==> src/rtl/nand_unit_arbiter.sv <==
// nand_unit_arbiter: round-robin shared NAND-family logic unit.
// One op in flight; capture, evaluate, then hold response until taken.
module nand_unit_arbiter #(
    parameter  int N_REQ = 4,
    parameter  int WIDTH = 8,
    localparam int IDW   = (N_REQ > 1) ? $clog2(N_REQ) : 1
) (
    input  logic                   clk,
    input  logic                   rst_n,
    input  logic [N_REQ-1:0]       req_valid,
    output logic [N_REQ-1:0]       req_ready,
    input  logic [3*N_REQ-1:0]     req_op,
    input  logic [WIDTH*N_REQ-1:0] req_a,
    input  logic [WIDTH*N_REQ-1:0] req_b,
    output logic                   rsp_valid,
    input  logic                   rsp_ready,
    output logic [IDW-1:0]         rsp_id,
    output logic [WIDTH-1:0]       rsp_data,
    output logic                   rsp_err,
    output logic                   busy
);

    typedef enum logic [1:0] {
        S_IDLE = 2'd0,
        S_EXEC = 2'd1,
        S_RESP = 2'd2
    } state_t;

    localparam logic [2:0] OP_NAND = 3'd0;
    localparam logic [2:0] OP_AND  = 3'd1;
    localparam logic [2:0] OP_OR   = 3'd2;
    localparam logic [2:0] OP_NOR  = 3'd3;
    localparam logic [2:0] OP_XOR  = 3'd4;
    localparam logic [2:0] OP_XNOR = 3'd5;
    localparam logic [2:0] OP_NOTA = 3'd6;

    localparam logic [IDW:0]   N_WIDE = (IDW+1)'(N_REQ);
    localparam logic [IDW-1:0] ID_MAX = IDW'(N_REQ - 1);

    state_t state, state_nxt;

    logic [IDW-1:0]   rr_ptr;
    logic [IDW:0]     cand;
    logic             win_found;
    logic [IDW-1:0]   win_id;
    logic [2:0]       sel_op;
    logic [WIDTH-1:0] sel_a;
    logic [WIDTH-1:0] sel_b;

    logic [IDW-1:0]   cap_id;
    logic [2:0]       cap_op;
    logic [WIDTH-1:0] cap_a;
    logic [WIDTH-1:0] cap_b;

    logic [WIDTH-1:0] eval_data;
    logic             eval_err;

    logic             accept;
    logic             rsp_done;

    assign accept   = (state == S_IDLE) && win_found;
    assign rsp_done = (state == S_RESP) && rsp_ready;

    // State register
    always_ff @(posedge clk or negedge rst_n) begin
        if (!rst_n) begin
            state <= S_IDLE;
        end else begin
            state <= state_nxt;
        end
    end

    // Next-state: IDLE -> EXEC on a grant, EXEC -> RESP, RESP -> IDLE on handshake
    always_comb begin
        state_nxt = state;
        unique case (state)
            S_IDLE: if (win_found) state_nxt = S_EXEC;
            S_EXEC: state_nxt = S_RESP;
            S_RESP: if (rsp_ready) state_nxt = S_IDLE;
            default: state_nxt = S_IDLE;
        endcase
    end

    // Outputs decoded from state; ready only toward the winner while idle
    always_comb begin
        req_ready = '0;
        if (accept) begin
            req_ready[win_id] = 1'b1;
        end
        rsp_valid = (state == S_RESP);
        busy      = (state != S_IDLE);
    end

    // Round-robin search starting at rr_ptr, wrapping at N_REQ
    always_comb begin
        win_found = 1'b0;
        win_id    = '0;
        cand      = '0;
        for (int k = 0; k < N_REQ; k++) begin
            cand = {1'b0, rr_ptr} + (IDW+1)'(k);
            if (cand >= N_WIDE) begin
                cand = cand - N_WIDE;
            end
            if (!win_found && req_valid[cand[IDW-1:0]]) begin
                win_found = 1'b1;
                win_id    = cand[IDW-1:0];
            end
        end
    end

    // Operand mux for the winning requester
    always_comb begin
        sel_op = '0;
        sel_a  = '0;
        sel_b  = '0;
        for (int i = 0; i < N_REQ; i++) begin
            if (IDW'(i) == win_id) begin
                sel_op = req_op[3*i +: 3];
                sel_a  = req_a[WIDTH*i +: WIDTH];
                sel_b  = req_b[WIDTH*i +: WIDTH];
            end
        end
    end

    // Capture the granted op so later input changes cannot disturb it
    always_ff @(posedge clk or negedge rst_n) begin
        if (!rst_n) begin
            cap_id <= '0;
            cap_op <= '0;
            cap_a  <= '0;
            cap_b  <= '0;
        end else if (accept) begin
            cap_id <= win_id;
            cap_op <= sel_op;
            cap_a  <= sel_a;
            cap_b  <= sel_b;
        end
    end

    // Logic unit evaluated on the captured operands
    always_comb begin
        eval_data = '0;
        eval_err  = 1'b0;
        unique case (cap_op)
            OP_NAND: eval_data = ~(cap_a & cap_b);
            OP_AND:  eval_data = cap_a & cap_b;
            OP_OR:   eval_data = cap_a | cap_b;
            OP_NOR:  eval_data = ~(cap_a | cap_b);
            OP_XOR:  eval_data = cap_a ^ cap_b;
            OP_XNOR: eval_data = ~(cap_a ^ cap_b);
            OP_NOTA: eval_data = ~cap_a;
            default: eval_err  = 1'b1;
        endcase
    end

    // Response registers load in EXEC and hold through RESP
    always_ff @(posedge clk or negedge rst_n) begin
        if (!rst_n) begin
            rsp_id   <= '0;
            rsp_data <= '0;
            rsp_err  <= 1'b0;
        end else if (state == S_EXEC) begin
            rsp_id   <= cap_id;
            rsp_data <= eval_data;
            rsp_err  <= eval_err;
        end
    end

    // Pointer moves past the requester whose response was just taken
    always_ff @(posedge clk or negedge rst_n) begin
        if (!rst_n) begin
            rr_ptr <= '0;
        end else if (rsp_done) begin
            rr_ptr <= (rsp_id == ID_MAX) ? '0 : rsp_id + 1'b1;
        end
    end

endmodule
==> config.mk <==
export PLATFORM = sky130hd
export DESIGN_NAME = nand_unit_arbiter
export DESIGN_NICKNAME = d
export VERILOG_FILES = /design/src/rtl/nand_unit_arbiter.sv
export SDC_FILE = /design/constraint.sdc
export NUM_CORES = 1
export LEC_CHECK = 0
export CORE_MARGIN = 3
export CORE_UTILIZATION = 40
export CTS_BUF_LIST = sky130_fd_sc_hd__clkbuf_4
export DETAILED_ROUTE_END_ITERATION = 6
export PLACE_DENSITY = 0.73
export REMOVE_ABC_BUFFERS = 1
export SETUP_SLACK_MARGIN = 0.5
export SLEW_MARGIN = 5
export SYNTH_ARGS = -nofsm -noshare
export SYNTH_HDL_FRONTEND = slang
export SYNTH_SLANG_ARGS = --single-unit
==> constraint.sdc <==
create_clock -name clk -period 2 [get_ports clk]
set_clock_uncertainty 0.1 [all_clocks]
set_input_delay 0.4 -clock clk [delete_from_list [all_inputs] [get_ports clk]]
set_output_delay 0.4 -clock clk [all_outputs]
set_load 0.02 [all_outputs]
==> results.txt, run 1 <==
- Result of the run: finished, violations left
- Violated checks: setup timing
- Total track usage: 0.204
- Worst vdd ir: 0.603 mV
- The die is 87.9 microns tall.
- Overall die area: 7720 sq um
- Net count reported at finish: 521
* Post-detail-place hpwl: 4940 microns
- Sort of element at the end of the critical path: output port
- Cell with the most instances after synthesis: sky130_fd_sc_hd__mux2i_1
- Worst flop-to-flop path startpoint: rr_ptr[1]$_DFFE_PN0P_
- Headroom to the max-slew limit came out at 0.623.
* Area grow syn2layout: 76.4%
- Clock latency on the worst-skew pair, taken at its later pin, is about 0.36 ns.
* Drt first-iter violations: 103
* Num CTS Buffers: 5
- Most area-consuming cells after synthesis: sky130_fd_sc_hd__dfrtp_1 (34%), sky130_fd_sc_hd__mux2i_1 (15%), sky130_fd_sc_hd__ha_1 (7.9%), sky130_fd_sc_hd__nand2_1 (5.3%), sky130_fd_sc_hd__o221ai_1 (4.6%)
- The Yosys step of the flow raised 0 warnings.
* Setup repair after global routing missed its margin: yes
- In this run the deepest clock path goes through 2 buffers.
- At the end of the flow the core is filled with cells to 0.737.
- Clock transition at the register clock pins on the worst setup and hold paths after CTS: 0.10 ns
- The analysis attributes to cell leakage a power of 2.07 nW.
- X dimension of the die: 87.9 microns
- The number of antenna violations at the first check in global routing was 0.
- TritonCTS built the clock tree.
- At the pin with the least slew margin, the transition time is 0.565 ns.
- Number of distinct library cells after synthesis: 38
- Clock root buffer master: sky130_fd_sc_hd__clkbuf_4
- In this run the critical register-to-register path is captured at cap_a[4]$_DFFE_PN0P_.
- Startpoint of the most critical setup path: rr_ptr[1]$_DFFE_PN0P_
- Entering global routing, the biggest net connects 23 pins.
- For this run, the detailed router's first-pass iteration total came to 4.
- Clock H-tree levels: 2
- Fraction of the yosys area taken by sequential cells: 0.336
* Post-synthesis instance total: 278
- The critical path crosses 7 cells after its start point.
* Asr flop ratio synth: 1.00
- Walking the worst path, the cells encountered are buf_6, nand2_2, nor2_2, a211oi_4, nand2_1, nor2_1, buf_4.
- Summing all multi-input logic gate instances after layout gives 1960 sq um.
- Pins over their slew limit: 0
- Inserted Diodes: 0
* Vias per std cell: 5.38
* Global placement routability congestion: between 0.7 and 0.8
* Fraction of synthesized cell area taken by the top area cell type: 0.336
- Across the run, the number of max-cap violations was 0.
- The routed design could run at a clock period as short as 2.24 ns.
- After routing, the total negative slack on setup checks comes to -2.18 ns.
- For this run, the leading register cell type out of synthesis is sky130_fd_sc_hd__dfrtp_1.
* First-pass GRT wire length: 12,200 microns
* Worst Reg-to-Reg Cells: 10
* Final Hold Violating Endpoints: 0
- Average routed wire per standard cell: between 15 and 20 microns
* Vias in the first global route: 2,541
- Data arrival time of the critical path: ~1.7 ns
* Average cell area after synthesis: 9.65 sq um
- Sinks on the clock net: 36
* Max incr delay on CP: between 0.4 and 0.5 ns
- For flop-to-flop paths, the worst setup slack is -0.09 ns.
- Broken down by cell family, the worst path's largest delay share belongs to flip-flops.
- After detailed routing, the number of remaining DRC violations is 0.
- The critical path in this run is classified as reg2out.
- Startpoint class of the critical path: flop
- Power density over the cells: ~1500 nW/um^2
- The number of buffers and inverters on the critical path is 2.
- Number of rows in the core area: 29
* Worst Slack Setup Final: -0.242 ns
* End of the critical path: req_ready[1]
- Of the cells placed in the final design, the portion with a size suffix greater than 1 is 0.371.
* Tightest Hold Check Type: reg2reg
- Timing-limited maximum frequency: 0.446 GHz
* Area of the mapped netlist: 2680 sq um
- Number of top-level pins: 100
- Worst EP required: 1.50 ns
- After synthesis, the most frequently instantiated cells are sky130_fd_sc_hd__mux2i_1 (40), sky130_fd_sc_hd__nand2_1 (38), sky130_fd_sc_hd__dfrtp_1 (36).
- Area of the core: approximately 6400 sq um
- Buffers on Ports: 99
- The synthesized design spends more area on one cell type than any other, namely sky130_fd_sc_hd__dfrtp_1.
* CP max-delay cell: sky130_fd_sc_hd__dfrtp_2
- Number of enable-type register cells in the synthesized netlist: 0
* Final ANT Viol Nets: 0
- The routed layout has 2,680 vias.
- Flop and latch count out of synthesis: 36
- Crit-path max FO: 5
- Flip-flop and latch area: 908 sq um
- Setup violations remaining at the end of the flow were counted as 23.
- Of the available clock period, the critical path in the final layout requires 1.12.
* Worst hold margin: around 0.38 ns
* Fill cell total of the finished layout: 443
* Routed WL: 8740 microns
- GRT overflow: 0
* Initial core utilization: 0.418
==> cells in the final DEF, fill, tap and decap left out, drive strengths merged, types with 7 or more instances in the layout <==
master         synthesis  routed
dfrtp                 36      36
buf                   12      69
o221ai                20      20
mux2i                 40      40
clkbuf                 7       9
clkdlybuf4s50          0      77
nor2                  15      15
ha                    17      17
xor2                  11      11
xnor2                  7       7
o21ai                 11      11
inv                   20      20
nand2                 38      38
==> cell type report <==
type                            count  share of cell area
Multi-Input combinational cell    203               0.414
Timing Repair Buffer              155               0.349
Sequential cell                    36               0.192
Tap cell                           77              0.0204
Inverter                           20              0.0159
Clock buffer                        5             0.00793
Clock inverter                      2             0.00159
==> cells by family (layout without fill, tap and decap cells) <==
group	after synthesis	after routing	synth area share
buffers and inverters	39	182	0.0826
and+or+nand+nor	68	68	0.109
adders and majority gates	17	17	0.0793
xor gates and xnor gates	18	18	0.0588
AOI/OAI and AO/OA	57	57	0.173
muxes	43	43	0.162
DFF	36	36	0.336
==> metal layers <==
metal  up-vias  global-route usage  wire length, microns
met1      1298               0.255                  3520
met5         -                   0                     0
met2        94               0.358                  4630
met4         0              0.0446                   105
met3        10              0.0489                   488
li1       1278                   -                     -
==> per-stage QoR <==
| stage | std cells | setup slack [ns] | total power, W | cell area [sq um] |
|---|---|---|---|---|
| 6_report | 498 | -0.242 | 0.00730 | 4730 |
| 5_1_grt | 498 | -0.341 | 0.00781 | 4730 |
| 4_1_cts | 480 | -0.193 | 0.00610 | 4220 |
| 3_5_place_dp | 450 | -0.813 | 0.00494 | 3750 |
| 3_3_place_gp | 450 | -0.805 | 0.00479 | 3750 |
| 2_1_floorplan | 259 | -2.00 | 0.00373 | 2540 |
==> repair_timing <==
| item | 4_1_cts | 5_1_grt |
|---|---|---|
| resized for setup | 138 | 66 |
| setup endpoints to repair | 47 | 36 |
| endpoints found under the hold margin | 21 | 0 |
| buffers inserted | 17 | 13 |
| cloned | 5 | 5 |
| hold buffers | 1 | 0 |
| pin swaps | 19 | 44 |
==> worst register-to-register path, stage by stage, from the launching register on <==
cell	delay [ns]
sky130_fd_sc_hd__dfrtp_2	0.47
sky130_fd_sc_hd__buf_6	0.14
sky130_fd_sc_hd__nand2_2	0.07
sky130_fd_sc_hd__nor2_2	0.05
sky130_fd_sc_hd__a211oi_4	0.29
sky130_fd_sc_hd__buf_4	0.18
sky130_fd_sc_hd__buf_6	0.09
sky130_fd_sc_hd__buf_8	0.12
sky130_fd_sc_hd__clkbuf_16	0.16
sky130_fd_sc_hd__mux2i_2	0.22
sky130_fd_sc_hd__o221ai_2	0.11
==> where the power goes <==
group	total [W]	switching (W)	leakage [nW]	internal [W]
registers	0.00145	0.000347	0.441	0.00110
logic	0.00546	0.00257	1.60	0.00289
clock network	0.000383	0.000260	0.0261	0.000123
==> worst min path at each step <==
stage                                from                     to  slack (ns)  depth (start not counted)
finish              cap_id[1]$_DFFE_PN0P_  cap_id[1]$_DFFE_PN0P_        0.38                          2
global route        cap_id[1]$_DFFE_PN0P_  cap_id[1]$_DFFE_PN0P_        0.41                          2
CTS                 cap_id[1]$_DFFE_PN0P_  cap_id[1]$_DFFE_PN0P_        0.38                          2
detailed placement                  rst_n  rr_ptr[0]$_DFFE_PN0P_        0.31                          1
global placement                    rst_n  rr_ptr[0]$_DFFE_PN0P_        0.30                          1
floorplan                           rst_n   cap_a[0]$_DFFE_PN0P_       0.004                          0
==> sequential cells by signal (all words and copies together) (netlist names) <==
| register | flops |
|---|---|
| rsp_err | 1 |
| cap_a | 8 |
| rsp_data | 8 |
| cap_op | 3 |
| rsp_id | 2 |
| cap_b | 8 |
| state | 2 |
| rr_ptr | 2 |
| cap_id | 2 |
(Power assumes the default switching activity.)
==> run 2: changes to the inputs <==
- CORE_UTILIZATION: 40 -> 41
- PLACE_DENSITY: 0.73 -> 0.75
==> run 2 against run 1 <==
Net effect: register-to-register slack gained 0.08 ns; first-iteration DRC count fell by 14%; critical endpoint unchanged; critical path type is now in2out; the flow still finishes with violations (setup timing); hold slack got worse by 0.0012 ns; final cell count down 2.2%.
==> results.txt, run 2 (synthesized netlist as in run 1, its figures left out) <==
- Setup repair after global routing missed its margin: yes
* Power density over the cells: 1520 nW/um^2 (-1.5%)
- Walking the worst path, the cells encountered are clkdlybuf4s50_1, buf_4, a211oi_4, nand2_1, nor2_1, buf_4.
* Least-Margin Pin Slew: 0.543 ns (-0.0219 ns)
- Tightest Hold Check Type: reg2reg
- Number of top-level pins: 100 (unchanged)
- Post-route non-filler standard cell count: 487 (-2.2%)
- The maximum clock rate was 0.442 GHz (-0.98%).
- The total iterations of the first detailed-routing run came to 4 (unchanged).
- The final number of hold-violating endpoints is 0 (unchanged).
* Area grow syn2layout: 63.1%
* Ratio of cells with drive above 1 in the final layout: 0.335 (-0.0356)
- The routed wirelength normalized by instance count is 16.5 microns (-5.8%).
* Net count reported at finish: 511 (-1.9%)
* Met1 Routed Length: 3240 microns (-7.8%)
- The final routed DRC violation total was 0 (unchanged).
* Final ANT Viol Nets: 0 (unchanged)
* Data arrival time of the critical path: 1.76 ns (+0.02 ns)
* Total length of routed met2 wires: 4270 microns (-7.9%)
- In this run the clock root is driven by a sky130_fd_sc_hd__clkbuf_4.
- The setup path with the least slack is of type in2out.
- Vias per std cell: 5.34 (-0.72%)
* Normalized max-slew margin: 0.638 (+0.0146)
- Vias in the first global route: 2,731 (+7.5%)
- Worst vdd ir: 0.944 mV (+56%)
- Area of the core: 6130 sq um (-4.5%)
* Cell area after layout: 4380 sq um (-7.5%)
- Clock transition at the register clock pins on the worst setup and hold paths after CTS: 0.11 ns (about the same)
- Setup slack of the worst register-to-register path: -0.01 ns (+0.08 ns)
- Highest metal layer with signal wires: met4
- TritonCTS clock tree: built
- Initial core utilization: 0.438 (+0.0199)
- The library cells used most frequently in the layout, excluding fill and tap cells, are sky130_fd_sc_hd__clkdlybuf4s50_1 (78), sky130_fd_sc_hd__nand2_1 (37), sky130_fd_sc_hd__mux2i_1 (35).
- Leakage power total: 1.96 nW (-5.2%)
* Logic depth of the worst path, buffers included: 6 (-1)
- In this run the critical register-to-register path is captured at cap_op[2]$_DFFE_PN0P_.
- The final cycle utilization of the critical path was 1.13 (+0.0111).
- The cell count after placement came to 450 (unchanged).
* Fill cell total of the finished layout: 458 (+3.4%)
- The area after detailed placement was 3750 sq um (unchanged).
* Worst Reg-to-Reg Cells: 6 (-4)
- Post-Place Worst Slack: -0.863 ns (-0.0503 ns)
* Initial antenna violation count: 0 (unchanged)
* Total of max-cap violations: 0 (unchanged)
- Routed length on met3: 452 microns (-7.4%)
- The largest registers in the layout are cap_a: 8 flops, cap_b: 8 flops, rsp_data: 8 flops.
- The final number of max-transition violations was 0 (unchanged).
- Global placement routability congestion: 0.829 (+13%)
- Final count of negative-setup-slack endpoints: 11 (-52%)
* Overall die area: 7550 sq um (-2.3%)
- Maximum count of clock buffers along a single path: 2 (unchanged)
- The H-tree depth came to 2 (unchanged).
- Cell occurring most often along the worst timing path: sky130_fd_sc_hd__buf_4
* Crit-path max FO: 6 (+1)
- Maximum number of pins on one net before global-route repair: 24 (+4.3%)
- First-pass GRT wire length: 12,500 microns (+2.4%)
* Total power: 0.00665 W (-8.9%)
- The worst setup path is launched from an input pin.
- Grouping stages by cell kind, the critical path spends the most delay in buffers and inverters.
- Most common cell after layout, fill and taps aside: sky130_fd_sc_hd__clkdlybuf4s50_1
- Drt first-iter violations: 89 (-14%)
- The stage delay of the slowest cell on the critical path is 0.44 ns (-0.03 ns).
* Num CTS Buffers: 5 (unchanged)
- The final reports fail on setup timing.
- The width of the die was 86.9 microns (-1.1%).
- Post-detail-place hpwl: 5200 microns (+5.2%)
* Utilization after layout: 0.714 (-0.0229)
- WHS Endpoint: cap_id[1]$_DFFE_PN0P_
- The total of buffers placed on input and output ports was 99 (unchanged).
- The height of the die came to 86.9 microns (-1.1%).
- Source of the worst hold timing path: cap_id[1]$_DFFE_PN0P_
- The run finished, with violations left.
* Number of rows in the core area: 28 (-3.4%)
- The time the worst path needs with I/O delays and setup came to 2.26 ns (+0.0223 ns).
- The largest individual stage delay along the critical path comes from the cell sky130_fd_sc_hd__clkdlybuf4s50_1.
* Worst-skew pair later-pin latency: 0.35 ns (about the same)
* Worst flop-to-flop path startpoint: rr_ptr[1]$_DFFE_PN0P_
- The count of clock tree sinks is 36 (unchanged).
- Inserted Diodes: 0 (unchanged)
* Worst EP required: 1.50 ns (about the same)
* Critical path buffers and inverters: 3 (+1)
* Routed WL: 8060 microns (-7.9%)
* Number of cells on the worst hold path: 2 (unchanged)
- Total track usage: 0.208 (+0.00323)
* Sort of element at the end of the critical path: output port
- GRT overflow: 0 (unchanged)
- Total number of vias: 2,602 (-2.9%)
- The final worst-path setup slack is -0.264 ns (-0.0223 ns).
[run 2: cell types whose count changed in the layout (fill, tap and decap cells not counted), sizes merged]
cell / previous run / this run
clkbuf: 9 / 5
dlymetal6s2s: 1 / 0
clkinv: 2 / 3
buf: 69 / 61
bufbuf: 0 / 2
clkdlybuf4s50: 77 / 78
[run 2: what timing repair did]
action	in CTS	in global routing
endpoints found under the hold margin	22	0
gates resized for setup	113	57
cloned	2	0
pin swaps	18	25
setup buffers	23	3
setup endpoints to repair	47	36
hold buffers	1	0
[run 2: metal layers]
| metal | vias up | GRT usage |
|---|---|---|
| met5 | - | 0 |
| met4 | 0 | 0.0552 |
| met3 | 9 | 0.0464 |
| met2 | 78 | 0.386 |
| met1 | 1263 | 0.236 |
| li1 | 1252 | - |
[run 2: tightest hold or removal path: cells and delay by family (launching register included)]
family	cells	cell delay [ns]
AND/OR/NAND/NOR	2	0.10
flip-flops	1	0.36
[run 2: layout make-up]
type	count	area, sq um	area share
multi-input cells	203	1860	0.426
repair buffers	145	1380	0.316
flip-flops and latches	36	907	0.207
well taps	75	93.8	0.0214
inverters	20	77.6	0.0177
clock buffers	5	37.5	0.00858
clock inverters	3	13.8	0.00315
[run 2: where the power goes]
part | total, W | switching, W | internal [W]
combinational | 0.00480 | 0.00234 | 0.00247
sequential | 0.00145 | 0.000350 | 0.00110
clock | 0.000392 | 0.000263 | 0.000129
total | 0.00665 | 0.00295 | 0.00370
[run 2: worst max-delay path by stage]
stage                                startpoint            to  slack (ns)
after floorplan           rr_ptr[1]$_DFFE_PN0P_  req_ready[3]       -2.00
after global placement             req_valid[3]  req_ready[0]       -0.81
after detailed placement           req_valid[3]  req_ready[0]       -0.86
after CTS                 rr_ptr[1]$_DFFE_PN0P_  req_ready[2]       -0.20
after global routing      rr_ptr[1]$_DFFE_PN0P_  req_ready[1]       -0.33
final                              req_valid[0]  req_ready[1]       -0.26
[run 2: through the flow]
| stage | hold WS, ns | TNS [ns] |
|---|---|---|
| 2_1_floorplan | 0.00441 | -42.21 |
| 3_3_place_gp | 0.302 | -10.51 |
| 3_5_place_dp | 0.308 | -11.49 |
| 4_1_cts | 0.386 | -0.825 |
| 5_1_grt | 0.398 | -2.50 |
| 6_report | 0.382 | -1.00 |
==> run 3: changes to the inputs <==
- PLACE_DENSITY: 0.75 -> not set
- PLACE_DENSITY_LB_ADDON: not set -> 0.2
==> run 3 against run 2 <==
Net effect: the run still ends with setup timing left; clock power is 5.1% higher; count of clock-buffer cells in the layout up 2; first-iteration DRC count rose by 43%; non-clock buffer count increased by 10; final area up 6.7%; via count grew 3.3%; sequential share of layout area is 1.3 points lower; combinational power rose by 12%; routed wire length rose by 6.9%; critical path depth stayed put; core utilization increased by 4.8 points; largest power group unchanged.
==> results.txt, run 3 (synthesized netlist as in run 1, its figures left out) <==
* Maximum number of pins on one net before global-route repair: 22 (-8.3%)
* First-pass GRT wire length: 12,100 microns (-3.4%)
* Share of total power in the clock network: 0.057 (-0.002)
- The number of vias per cell was 5.41 (+1.3%).
- The post-route standard cell area excluding fillers came to 4670 sq um (+6.7%).
- Number of remaining DRC errors: 0 (unchanged)
- Final ANT Viol Nets: 0 (unchanged)
- Register share of total power: 0.199 (-0.019)
* X dimension of the die: 86.9 microns (unchanged)
- Buffers on Ports: 99 (unchanged)
- Initial core utilization: 0.438 (unchanged)
* TritonCTS clock tree: built
- Leaving out fill and tap cells, the most frequent cell in the layout is sky130_fd_sc_hd__clkdlybuf4s50_1.
- The time the worst path needs with I/O delays and setup is 2.21 ns (-0.0559 ns).
- Number of top-level pins: 100 (unchanged)
- CP max-delay cell: sky130_fd_sc_hd__clkdlybuf4s50_1
* Pins over their slew limit: 0 (unchanged)
* Final period utilization: 1.10 (-0.0279)
- The final worst-path setup slack was -0.209 ns (+0.0559 ns).
- Startpoint class of the critical path: input pin
* Overall die area: 7550 sq um (unchanged)
* Clock H-tree levels: 2 (unchanged)
- Global placement routability congestion: 0.794 (-4.2%)
- The clock transition at the register clock pins on the worst setup and hold paths after CTS came to 0.10 ns (about the same).
* Psw: 0.00311 W (+5.5%)
- The setup violation total in the final timing report was 18 (+7).
- Vias in the first global route: 2,522 (-7.7%)
- Sinks on the clock net: 36 (unchanged)
- The cell count after placement was 447 (-0.67%).
- The number of antenna violations at the first check in global routing is 0 (unchanged).
- The wire length after detailed routing came to 8610 microns (+6.9%).
- The final number of hold-violating endpoints came to 0 (unchanged).
- Drt first-iter violations: 127 (+43%)
- The post-layout total power is 0.00723 W (+8.7%).
* Post-route non-filler standard cell count: 497 (+2.1%)
- The worst-path maximum fanout came to 3 (-3).
- The switching share of power was 0.431 (-0.0131).
- Footprint of the multi-input gates: 1890 sq um (+1.5%)
* Worst-skew pair later-pin latency: 0.35 ns (about the same)
- The checks that failed: setup timing.
* First-pass DRT Iterations: 4 (unchanged)
- Top flop regs: cap_a: 8 flops, cap_b: 8 flops, rsp_data: 8 flops
- Average routed wire per standard cell: 17.3 microns (+4.8%)
- Clock root buffer master: sky130_fd_sc_hd__clkbuf_4
* Sort of element at the end of the critical path: output port
* Timing-limited maximum frequency: 0.453 GHz (+2.5%)
* Num CTS Buffers: 5 (unchanged)
- The headroom to the max-slew limit is 0.683 (+0.0451).
- The run finished, with violations left.
* Leakage power total: 2.08 nW (+6.1%)
* Int Power: 0.00411 W (+11%)
- Setup repair after global routing could not meet its margin everywhere.
- Total of max-cap violations: 0 (unchanged)
* Tightest Hold Check Type: reg2reg
- Ratio of cells with drive above 1 in the final layout: 0.348 (+0.0134)
- Crit Path Category: in2out
* Inserted Diodes: 0 (unchanged)
- Net count reported at finish: 521 (+2.0%)
- Post-detail-place hpwl: 4930 microns (-5.1%)
* Fill cell total of the finished layout: 420 (-8.3%)
- Most frequent cells in the layout: sky130_fd_sc_hd__clkdlybuf4s50_1 (78), sky130_fd_sc_hd__nand2_1 (36), sky130_fd_sc_hd__dfrtp_1 (30)
* Worst vdd ir: 1.28 mV (+35%)
* Post-detailed-placement cell area: 3740 sq um (-0.27%)
* Overall die height: 86.9 microns (unchanged)
* Worst EP required: 1.50 ns (about the same)
- Compared with the post-synthesis result, the final layout area differs by 74.1%.
- The vias after detailed routing came to 2,689 (+3.3%).
- Data arrival time of the critical path: 1.71 ns (-0.05 ns)
- GRT overflow: 0 (unchanged)
- Least-Margin Pin Slew: 0.476 ns (-0.0677 ns)
- Max incr delay on CP: 0.48 ns (+0.04 ns)
* Number of rows in the core area: 28 (unchanged)
- The total core area is 6130 sq um (unchanged).
* Power density over the cells: 1550 nW/um^2 (+1.9%)
* Total track usage: 0.203 (-0.00500)
- The area used by sequential logic in the layout came to 908 sq um (+0.14%).
- The clock tree buffer depth was 2 (unchanged).
* Cell-by-cell listing of the critical path: clkdlybuf4s50_1, nor2_1, a211oi_2, nor2_2, and3_1, buf_6
* Combinational Power Share: 0.744 (+0.021)
* Utilization after layout: 0.762 (+0.0480)
==> run 3: changes by cell type in the layout (fill, tap and decap cells not counted), moves of 3 or more <==
cell and delta:
sky130_fd_sc_hd__inv_1 +4, sky130_fd_sc_hd__mux2i_4 +3, sky130_fd_sc_hd__ha_1 +5, sky130_fd_sc_hd__ha_4 -3, sky130_fd_sc_hd__clkbuf_16 +3, sky130_fd_sc_hd__mux2i_2 +3, sky130_fd_sc_hd__buf_4 -6, sky130_fd_sc_hd__mux2i_1 -6
sky130_fd_sc_hd__buf_12 +5, sky130_fd_sc_hd__inv_2 -4, sky130_fd_sc_hd__buf_6 +5, sky130_fd_sc_hd__buf_16 +5
==> run 3: what timing repair did <==
| item | in CTS | in global routing |
|---|---|---|
| setup buffers | 22 | 10 |
| cloned | 5 | 4 |
| hold buffers | 1 | 0 |
| pin swaps | 16 | 30 |
| hold endpoints to repair | 19 | 0 |
| setup endpoints to repair | 46 | 37 |
| resized for setup | 120 | 65 |
==> run 3: layout make-up <==
| cell class | instances | share of cell area |
|---|---|---|
| Clock inverter | 1 | 0.000804 |
| Multi-Input combinational cell | 203 | 0.405 |
| Inverter | 20 | 0.0166 |
| Clock buffer | 7 | 0.0113 |
| Tap cell | 75 | 0.0201 |
| Sequential cell | 36 | 0.195 |
| Timing Repair Buffer | 155 | 0.352 |
==> run 3: power by group through the flow <==
stage | sequential, W | combinational, W | clock (W)
6_report | 0.00144 | 0.00538 | 0.000412
5_1_grt | 0.00148 | 0.00577 | 0.000438
4_1_cts | 0.00142 | 0.00424 | 0.000412
3_5_place_dp | 0.00145 | 0.00347 | 0
3_3_place_gp | 0.00144 | 0.00334 | 0
2_1_floorplan | 0.00159 | 0.00214 | 0
==> run 3: stage by stage <==
stage | hold slack (ns) | setup TNS [ns] | setup WS, ns
after floorplan | 0.00441 | -42.21 | -2.00
after global placement | 0.277 | -10.49 | -0.810
after detailed placement | 0.278 | -11.50 | -0.856
after CTS | 0.394 | -1.75 | -0.166
after global routing | 0.438 | -4.10 | -0.275
final | 0.393 | -2.16 | -0.209
==> run 3: worst paths after layout <==
kind / from / endpoint / slack (ns) / cells past startpoint
worst min register to register: cap_id[1]$_DFFE_PN0P_ / cap_id[1]$_DFFE_PN0P_ / 0.39 / 2
worst max register to register: rr_ptr[1]$_DFFE_PN0P_ / cap_a[0]$_DFFE_PN0P_ / -0.14 / 10
min in group asynchronous: rst_n / cap_b[0]$_DFFE_PN0P_ / 0.42 / 2
worst max-delay path: req_valid[0] / req_ready[3] / -0.21 / 6
max in group asynchronous: rst_n / rsp_err$_DFFE_PN0N_ / 0.75 / 3
worst min-delay path: cap_id[1]$_DFFE_PN0P_ / cap_id[1]$_DFFE_PN0P_ / 0.39 / 2
==> run 3: critical path, delay by kind of cell <==
kind / cells / cell delay [ns]
buffers and inverters: 2 / 0.61
and+or+nand+nor: 3 / 0.36
AOI/OAI and AO/OA: 1 / 0.33
==> run 3: routing by layer <==
metal  track usage  routed length (microns)  vias up
met5             0                        0        -
met4        0.0482                      113        0
met3        0.0397                      559       14
met2         0.355                     4400      116
met1         0.256                     3540     1287
li1              -                        -     1272
